### src/rtl/vga_timing_gen.sv
// rtl/vga_timing_gen.sv - 640x480@60 VGA raster timing generator (coordinates, enable, syncs, strobes)
// Optional macro VGA_TIMING_SYNC_DELAY_EN delays HSync/VSync by SYNC_DELAY master clocks.
module vga_timing_gen #(
  parameter int   CLK_DIV    = 4,
  parameter int   H_VISIBLE  = 640,
  parameter int   H_FRONT    = 16,
  parameter int   H_SYNC     = 96,
  parameter int   H_BACK     = 48,
  parameter int   V_VISIBLE  = 480,
  parameter int   V_FRONT    = 10,
  parameter int   V_SYNC     = 2,
  parameter int   V_BACK     = 33,
  parameter logic H_SYNC_POL = 1'b0,
  parameter logic V_SYNC_POL = 1'b0,
  parameter int   SYNC_DELAY = 1
) (
  input  logic       Master_Clock_In,
  input  logic       Reset_N_In,
  output logic       Pixel_Tick_Out,
  output logic [9:0] Val_Row_Out,
  output logic [9:0] Val_Col_Out,
  output logic       Disp_Ena_Out,
  output logic       HSync_Out,
  output logic       VSync_Out,
  output logic       Frame_Start_Out
);

  localparam int H_TOTAL = H_VISIBLE + H_FRONT + H_SYNC + H_BACK;
  localparam int V_TOTAL = V_VISIBLE + V_FRONT + V_SYNC + V_BACK;
  localparam int DIV_W   = (CLK_DIV > 1) ? $clog2(CLK_DIV) : 1;

  localparam logic [DIV_W-1:0] DIV_LAST = DIV_W'(CLK_DIV - 1);
  localparam logic [9:0] H_LAST   = 10'(H_TOTAL - 1);
  localparam logic [9:0] V_LAST   = 10'(V_TOTAL - 1);
  localparam logic [9:0] H_VIS    = 10'(H_VISIBLE);
  localparam logic [9:0] V_VIS    = 10'(V_VISIBLE);
  localparam logic [9:0] HS_FIRST = 10'(H_VISIBLE + H_FRONT);
  localparam logic [9:0] HS_LAST  = 10'(H_VISIBLE + H_FRONT + H_SYNC - 1);
  localparam logic [9:0] VS_FIRST = 10'(V_VISIBLE + V_FRONT);
  localparam logic [9:0] VS_LAST  = 10'(V_VISIBLE + V_FRONT + V_SYNC - 1);

  if (CLK_DIV < 1 || SYNC_DELAY < 1) begin : g_bad_param
    $error("vga_timing_gen: CLK_DIV and SYNC_DELAY must be at least 1");
  end

  logic [DIV_W-1:0] div_q, div_d;
  logic [9:0]       h_q, h_d, v_q, v_d;
  logic [9:0]       row_q, row_d, col_q, col_d;
  logic             de_q, de_d, hs_q, hs_d, vs_q, vs_d;
  logic             pt_q, pt_d, fs_q, fs_d;
  logic             tick;

  always_comb begin
    tick  = (div_q == DIV_LAST);
    div_d = tick ? '0 : div_q + 1'b1;
    h_d   = h_q;
    v_d   = v_q;
    row_d = row_q;
    col_d = col_q;
    de_d  = de_q;
    hs_d  = hs_q;
    vs_d  = vs_q;
    pt_d  = tick;
    fs_d  = 1'b0;
    if (tick) begin
      if (h_q == H_LAST) begin
        h_d = '0;
        v_d = (v_q == V_LAST) ? '0 : v_q + 10'd1;
      end else begin
        h_d = h_q + 10'd1;
      end
      // Every registered output is decoded from the new position, not the old one.
      row_d = h_d;
      col_d = v_d;
      de_d  = (h_d < H_VIS) && (v_d < V_VIS);
      hs_d  = (h_d >= HS_FIRST && h_d <= HS_LAST) ? H_SYNC_POL : ~H_SYNC_POL;
      vs_d  = (v_d >= VS_FIRST && v_d <= VS_LAST) ? V_SYNC_POL : ~V_SYNC_POL;
      fs_d  = (h_d == '0) && (v_d == '0);
    end
  end

  // Counters reset to the last position so the first tick lands on (0,0).
  always_ff @(posedge Master_Clock_In or negedge Reset_N_In) begin
    if (!Reset_N_In) begin
      div_q <= '0;
      h_q   <= H_LAST;
      v_q   <= V_LAST;
      row_q <= '0;
      col_q <= '0;
      de_q  <= 1'b0;
      hs_q  <= ~H_SYNC_POL;
      vs_q  <= ~V_SYNC_POL;
      pt_q  <= 1'b0;
      fs_q  <= 1'b0;
    end else begin
      div_q <= div_d;
      h_q   <= h_d;
      v_q   <= v_d;
      row_q <= row_d;
      col_q <= col_d;
      de_q  <= de_d;
      hs_q  <= hs_d;
      vs_q  <= vs_d;
      pt_q  <= pt_d;
      fs_q  <= fs_d;
    end
  end

`ifdef VGA_TIMING_SYNC_DELAY_EN
  logic [SYNC_DELAY-1:0] hs_pipe_q, hs_pipe_d, vs_pipe_q, vs_pipe_d;

  always_comb begin
    hs_pipe_d = SYNC_DELAY'({hs_pipe_q, hs_q});
    vs_pipe_d = SYNC_DELAY'({vs_pipe_q, vs_q});
  end

  always_ff @(posedge Master_Clock_In or negedge Reset_N_In) begin
    if (!Reset_N_In) begin
      hs_pipe_q <= {SYNC_DELAY{~H_SYNC_POL}};
      vs_pipe_q <= {SYNC_DELAY{~V_SYNC_POL}};
    end else begin
      hs_pipe_q <= hs_pipe_d;
      vs_pipe_q <= vs_pipe_d;
    end
  end

  assign HSync_Out = hs_pipe_q[SYNC_DELAY-1];
  assign VSync_Out = vs_pipe_q[SYNC_DELAY-1];
`else
  assign HSync_Out = hs_q;
  assign VSync_Out = vs_q;
`endif

  assign Pixel_Tick_Out  = pt_q;
  assign Val_Row_Out     = row_q;
  assign Val_Col_Out     = col_q;
  assign Disp_Ena_Out    = de_q;
  assign Frame_Start_Out = fs_q;

endmodule

### config.mk
export PLATFORM = sky130hd
export DESIGN_NAME = vga_timing_gen
export DESIGN_NICKNAME = d
export VERILOG_FILES = /design/src/rtl/vga_timing_gen.sv
export SDC_FILE = /design/constraint.sdc
export NUM_CORES = 1
export LEC_CHECK = 0
export CAP_MARGIN = 25
export CORE_MARGIN = 2
export CORE_UTILIZATION = 62
export CTS_BUF_LIST = sky130_fd_sc_hd__clkbuf_4 sky130_fd_sc_hd__clkbuf_8
export CTS_CLUSTER_DIAMETER = 150
export CTS_CLUSTER_SIZE = 20
export DETAILED_ROUTE_END_ITERATION = 12
export PLACE_DENSITY = 0.9
export SYNTH_ARGS = -nofsm -noshare
export SYNTH_HDL_FRONTEND = slang
export SYNTH_SLANG_ARGS = --single-unit
### constraint.sdc
create_clock -name Master_Clock_In -period 4.7 [get_ports Master_Clock_In]
set_input_delay 0.94 -clock Master_Clock_In [delete_from_list [all_inputs] [get_ports Master_Clock_In]]
set_output_delay 0.94 -clock Master_Clock_In [all_outputs]
set_load 0.01 [all_outputs]
==> results of run 1 <==
where the power goes:
| group | leakage [nW] | switching [mW] | internal, mW | total [mW] |
|---|---|---|---|---|
| logic | 0.463 | 0.00583 | 0.00127 | 0.00710 |
| registers | 0.454 | 0 | 0.319 | 0.319 |
| clock network | 0.0354 | 0.108 | 0.0627 | 0.170 |
Yosys cell counts (2+ instances only):
library cell / instances
a21oi_1: 5
and2_1: 2
and3_1: 5
and4_1: 2
buf_2: 2
buf_4: 10
buf_6: 3
clkbuf_1: 3
clkbuf_8: 5
dfrtp_1: 25
dfstp_2: 12
ha_1: 6
inv_1: 4
nand2_1: 22
nand2b_1: 2
nand3_1: 10
nand4_1: 6
nor2_1: 19
nor3_1: 5
nor4_1: 4
o21a_1: 2
o21ai_0: 18
o2bb2ai_1: 5
o31ai_1: 4
o32a_1: 2
or4_4: 2
xnor2_1: 16
xor2_1: 2
sequential cells by signal, indices dropped and copies added (netlist names):
signal / count
div_q: 2
h_q: 10
v_q: 10
HSync_Out: 1
Pixel_Tick_Out: 1
VSync_Out: 1
Val_Row_Out: 7
Val_Col_Out: 3
Disp_Ena_Out: 1
Frame_Start_Out: 1
worst min path at each step:
stage / slack, ps / to / cells past startpoint
after CTS: 440 / div_q[0]$_DFF_PN0_ / 1
after global placement: 410 / div_q[0]$_DFF_PN0_ / 1
final: 430 / div_q[0]$_DFF_PN0_ / 1
after detailed placement: 420 / div_q[0]$_DFF_PN0_ / 1
after global routing: 450 / div_q[0]$_DFF_PN0_ / 1
after floorplan: 400 / div_q[0]$_DFF_PN0_ / 1
layout make-up:
cell class / count / share of cell area
Multi-Input combinational cell: 164 / 0.441
Sequential cell: 37 / 0.388
Timing Repair Buffer: 29 / 0.117
Tap cell: 46 / 0.0237
Clock buffer: 6 / 0.0186
Inverter: 5 / 0.00774
Clock inverter: 2 / 0.00413
layer usage:
layer	wire [um]	track usage	vias up
met5	0	0	-
met3	289	0.0581	9
met4	74	0.0815	0
met2	1980	0.363	66
met1	2100	0.336	803
li1	-	-	836
through the flow:
step / utilization / setup WS, ps / hold slack [ps] / std cells / area (sq um)
floorplan: - / 2240 / 403 / 230 / 2230
global placement: 0.699 / 2220 / 413 / 281 / 2370
detailed placement: 0.699 / 2160 / 420 / 281 / 2370
CTS: 0.715 / 2120 / 436 / 289 / 2420
global route: 0.715 / 1950 / 450 / 289 / 2420
finish: 0.715 / 2110 / 434 / 289 / 2420
critical path, cell delays in order (launching register included):
cell and delay [ps]:
dfstp_2 600, ha_1 250, nand4_2 170, nor4_1 210, buf_4 230, o21ai_0 110, a21o_1 210, or3_1 390
o32a_1 360
kinds of logic (layout without fill, tap and decap cells):
logic type	count (synthesis)	count (layout)	synth area share
simple gates	90	90	0.224
compound gates	49	49	0.146
fa+ha+maj	6	6	0.0336
xor+xnor	18	18	0.0706
mux	1	1	0.00448
buf+inv	29	42	0.0998
flops	37	37	0.422
==> impl_metrics.ini, run 1 <==
[critical_path]
cp-startpoint = h_q[0]$_DFFE_PN1P_
crit_type = reg2reg
rr_endpoint = VSync_Out$_DFFE_PN1P_
critPathMaxFanout = 12
crit_path_start_kind = flip-flop
crit_arrival_ps = 2880
cp-end-kind = flip-flop
crit_end = VSync_Out$_DFFE_PN1P_
setup.reg_to_reg.worst_slack_ps = 2110
worstPathRequired_ps = 4990
reg2regPathDepth = 8
reg2reg_from = h_q[0]$_DFFE_PN1P_

[finish]
ff_latch_area_sq_um = 941
insertedDiodeCount = 0
multi_input_area_sq_um = 1070
area_growth_syn_to_layout_pct = 8.58
nNetsFinal = 250
layout_commonest_cell = clkdlybuf4s50_1
fillers = 251
drive_gt1_frac = 0.136
layout_common_cells = 26 x clkdlybuf4s50_1, 25 x dfrtp_1, 22 x nand2_1, 19 x nor2_1, 18 x o21ai_0

[clock_tree]
cts_resized = 0
root_buffer = clkbuf_4
post_cts_buffers = 0
cts_inserted_buffers = 5
clk_latency_ps = 350
cts_tree = done
cts_sinks = 37
holdBufCountCts = 0
clkTransAtPathRegs_ps = 100
cts_max_path_buffers = 2
htreeDepth = 2

[logic_synthesis]
async_reset_ff_frac = 1.00
syn_area_sq_um = 2230
synth_ff_type = dfrtp_1
synth_fp_nets = 238
synth_area_leaders = dfrtp_1 28%, dfstp_2 14%, xnor2_1 6.3%, o21ai_0 4.0%, nand2_1 3.7%
synth_seq_cells = 37
synth-edff-count = 0
synth_top_area_share = 0.280
yosys.area.top_type = dfrtp_1
synth.avg_cell_area_sq_um = 9.70
synthesis.instances = 230
ys_warn_count = 0
ys_seq_area_frac = 0.422
ys_types = 55

[global_routing]
track_usage = 0.239
grt_pass1_wl_mm = 7.50
antenna_found_initial = 0
grt_pass1_vias = 1571
grt_overflow_total = 0
grt_max_degree = 38

[timing]
min_period_ps = 2590
post-route-period-util = 0.551
slew-limit-headroom = 0.644
slew_viol_final = 0
worst_pin_slew_ps = 530
finalSetupTns_ps = 0
rsz0062_at_grt = false
skew_ps = 10.6
final_hold_viol_count = 0
finalSetupViolCount = 0
max_clock_freq_mhz = 386

[floorplanning]
die_h_um = 64
dieArea_sq_um = 4100
std_cell_rows = 21
ios = 27
core_sq_um = 3390
initial_core_util = 0.659
die_w_um = 64

[worst_hold_path]
worst_hold_startpoint = div_q[0]$_DFF_PN0_
min_path_type = reg2reg

[detailed_routing]
avgViaCountPerCell = 5.93
dr.pass1.iters = 4
vias = 1714
drtIter0Drc = 120
routedWlPerCell_um = 15.4
drc = 0
final_antenna_net_count = 0
wirelength_mm = 4.44

[status]
status = complete, no violations

[placement]
gp_congestion = 0.885
port_buffers = 26
hpwl_mm = 3.15

[power_and_ir_drop]
pwr_density_cell_nw_per_um2 = 205
p_leak_nw = 0.953
vdd.ir_drop.worst_mv = 0.168
power_mw = 0.496

[flow_run]
cap_viol_max_count = 0
No activity file was read; power rests on OpenSTA's default activity.
==> run 2, diff against run 1 <==
Settings changed: CORE_UTILIZATION 62 to 58, PLACE_DENSITY 0.9 to 0.86.
Clock period 4.7 ns to 2.4 ns, I/O delays scaled along.
==> run 2 against run 1 <==
First-iteration DRC count up 5.8%. Fmax up 9.9%. Worst setup slack worse by 2100 ps. Via count up 8.0%. Critical path depth down 1. Sequential power up 96%. Largest cell class unchanged.
==> impl_metrics.ini, run 2 (same netlist as run 1, synthesis figures left out) <==
[status]
status = complete, no violations

[critical_path]
cp-end-kind = flip-flop
crit_type = reg2reg
critPathMaxFanout = 6
crit_path_start_kind = flip-flop
crit_arrival_ps = 2570
worstPathRequired_ps = 2620

[floorplanning]
die_h_um = 66.0
initial_core_util = 0.605
ios = 27
std_cell_rows = 22
core_sq_um = 3690
die_w_um = 66.0
dieArea_sq_um = 4360

[timing]
finalSetupViolCount = 0
max_clock_freq_mhz = 424
min_period_ps = 2360
slew_viol_final = 0
post-route-period-util = 0.982
holdWs_ps = 441
rsz0062_at_grt = true
skew_ps = 4.68
worst_pin_slew_ps = 463
final_hold_viol_count = 0
slew-limit-headroom = 0.692

[power_and_ir_drop]
p_leak_nw = 1.08
pwr_density_cell_nw_per_um2 = 477
vdd.ir_drop.worst_mv = 0.417

[clock_tree]
clkTransAtPathRegs_ps = 70
root_buffer = clkbuf_8
holdBufCountCts = 0
cts_tree = done
cts_max_path_buffers = 2
post_cts_buffers = 0
htreeDepth = 2
cts_sinks = 37
cts_resized = 0
cts_inserted_buffers = 5
clk_latency_ps = 290

[global_routing]
grt_max_degree = 38
track_usage = 0.251
grt_pass1_vias = 1651
antenna_found_initial = 0
grt_overflow_total = 0
grt_pass1_wl_mm = 8.18

[detailed_routing]
dr.pass1.iters = 5
final_antenna_net_count = 0
avgViaCountPerCell = 5.97
vias = 1851
routedWlPerCell_um = 16.0
drc = 0
wirelength_mm = 4.98
drtIter0Drc = 127

[finish]
layout_common_cells = 26 x clkdlybuf4s50_1, 25 x dfrtp_1, 22 x nand2_1, 22 x buf_4, 19 x nor2_1
nNetsFinal = 269
fin_area_sq_um = 2680
final_util = 0.725
drive_gt1_frac = 0.206
area_growth_syn_to_layout_pct = 19.8
insertedDiodeCount = 0
layout_commonest_cell = clkdlybuf4s50_1
fillers = 269

[placement]
hpwl_mm = 3.49
gp_congestion = 1.00
place_area_sq_um = 2530
port_buffers = 26

[flow_run]
cap_viol_max_count = 0

[worst_hold_path]
min_path_type = reg2reg
==> run 2: cell count changes in the layout (fill, tap and decap cells not counted), sizes merged <==
cell / previous run / this run
buf: 3 / 22
bufinv: 0 / 2
clkinv: 3 / 2
clkbuf: 6 / 5
==> run 2: layer usage <==
metal | GRT usage | part of all wire
met2 | 0.375 | 0.46
met1 | 0.373 | 0.43
met4 | 0.0459 | 0.010
met5 | 0 | 0
met3 | 0.0630 | 0.095
==> run 2: final timing paths <==
path / startpoint / endpoint / slack (ps) / cells after the start
min in group asynchronous: Reset_N_In / Frame_Start_Out$_DFF_PN0_ / 610 / 2
min reg2reg: div_q[0]$_DFF_PN0_ / div_q[0]$_DFF_PN0_ / 440 / 1
min: div_q[0]$_DFF_PN0_ / div_q[0]$_DFF_PN0_ / 440 / 1
max: h_q[1]$_DFFE_PN1P_ / VSync_Out$_DFFE_PN1P_ / 40 / 7
max reg2reg: h_q[1]$_DFFE_PN1P_ / VSync_Out$_DFFE_PN1P_ / 40 / 7
max in group asynchronous: Reset_N_In / HSync_Out$_DFFE_PN1P_ / 1450 / 2
==> run 2: per-stage QoR <==
stage	setup slack (ps)	power, mW	TNS (ps)	std cells
2_1_floorplan	11.1	0.636	0	230
3_3_place_gp	107	0.650	0	302
3_5_place_dp	75.4	0.650	0	302
4_1_cts	39.5	1.29	0	310
5_1_grt	-6.62	1.32	-6.62	310
6_report	42.6	1.28	0	310
==> run 2: report_power, final <==
| part | internal [mW] | switching, mW |
|---|---|---|
| Combinational | 0.00248 | 0.0117 |
| Clock | 0.413 | 0.225 |
| Sequential | 0.624 | 0 |
| Total | 1.04 | 0.237 |
==> run 2: layout make-up <==
type                       instances  area [sq um]  area share
inverter                           5          18.8     0.00702
clock buffer                       5          68.8      0.0257
sequential                        37           941       0.352
multi-input combinational        164          1100       0.410
timing repair buffer              48           425       0.159
clock inverter                     3          65.1      0.0243
tap                               48          60.1      0.0225
==> run 2: worst max-delay path, stage by stage, from the launching register on <==
cell and delay, ps:
dfstp_2 560, ha_4 170, nand4_4 130, or4_4 490, o21ai_2 150, o21ai_1 70, or3_1 370, o32a_1 350
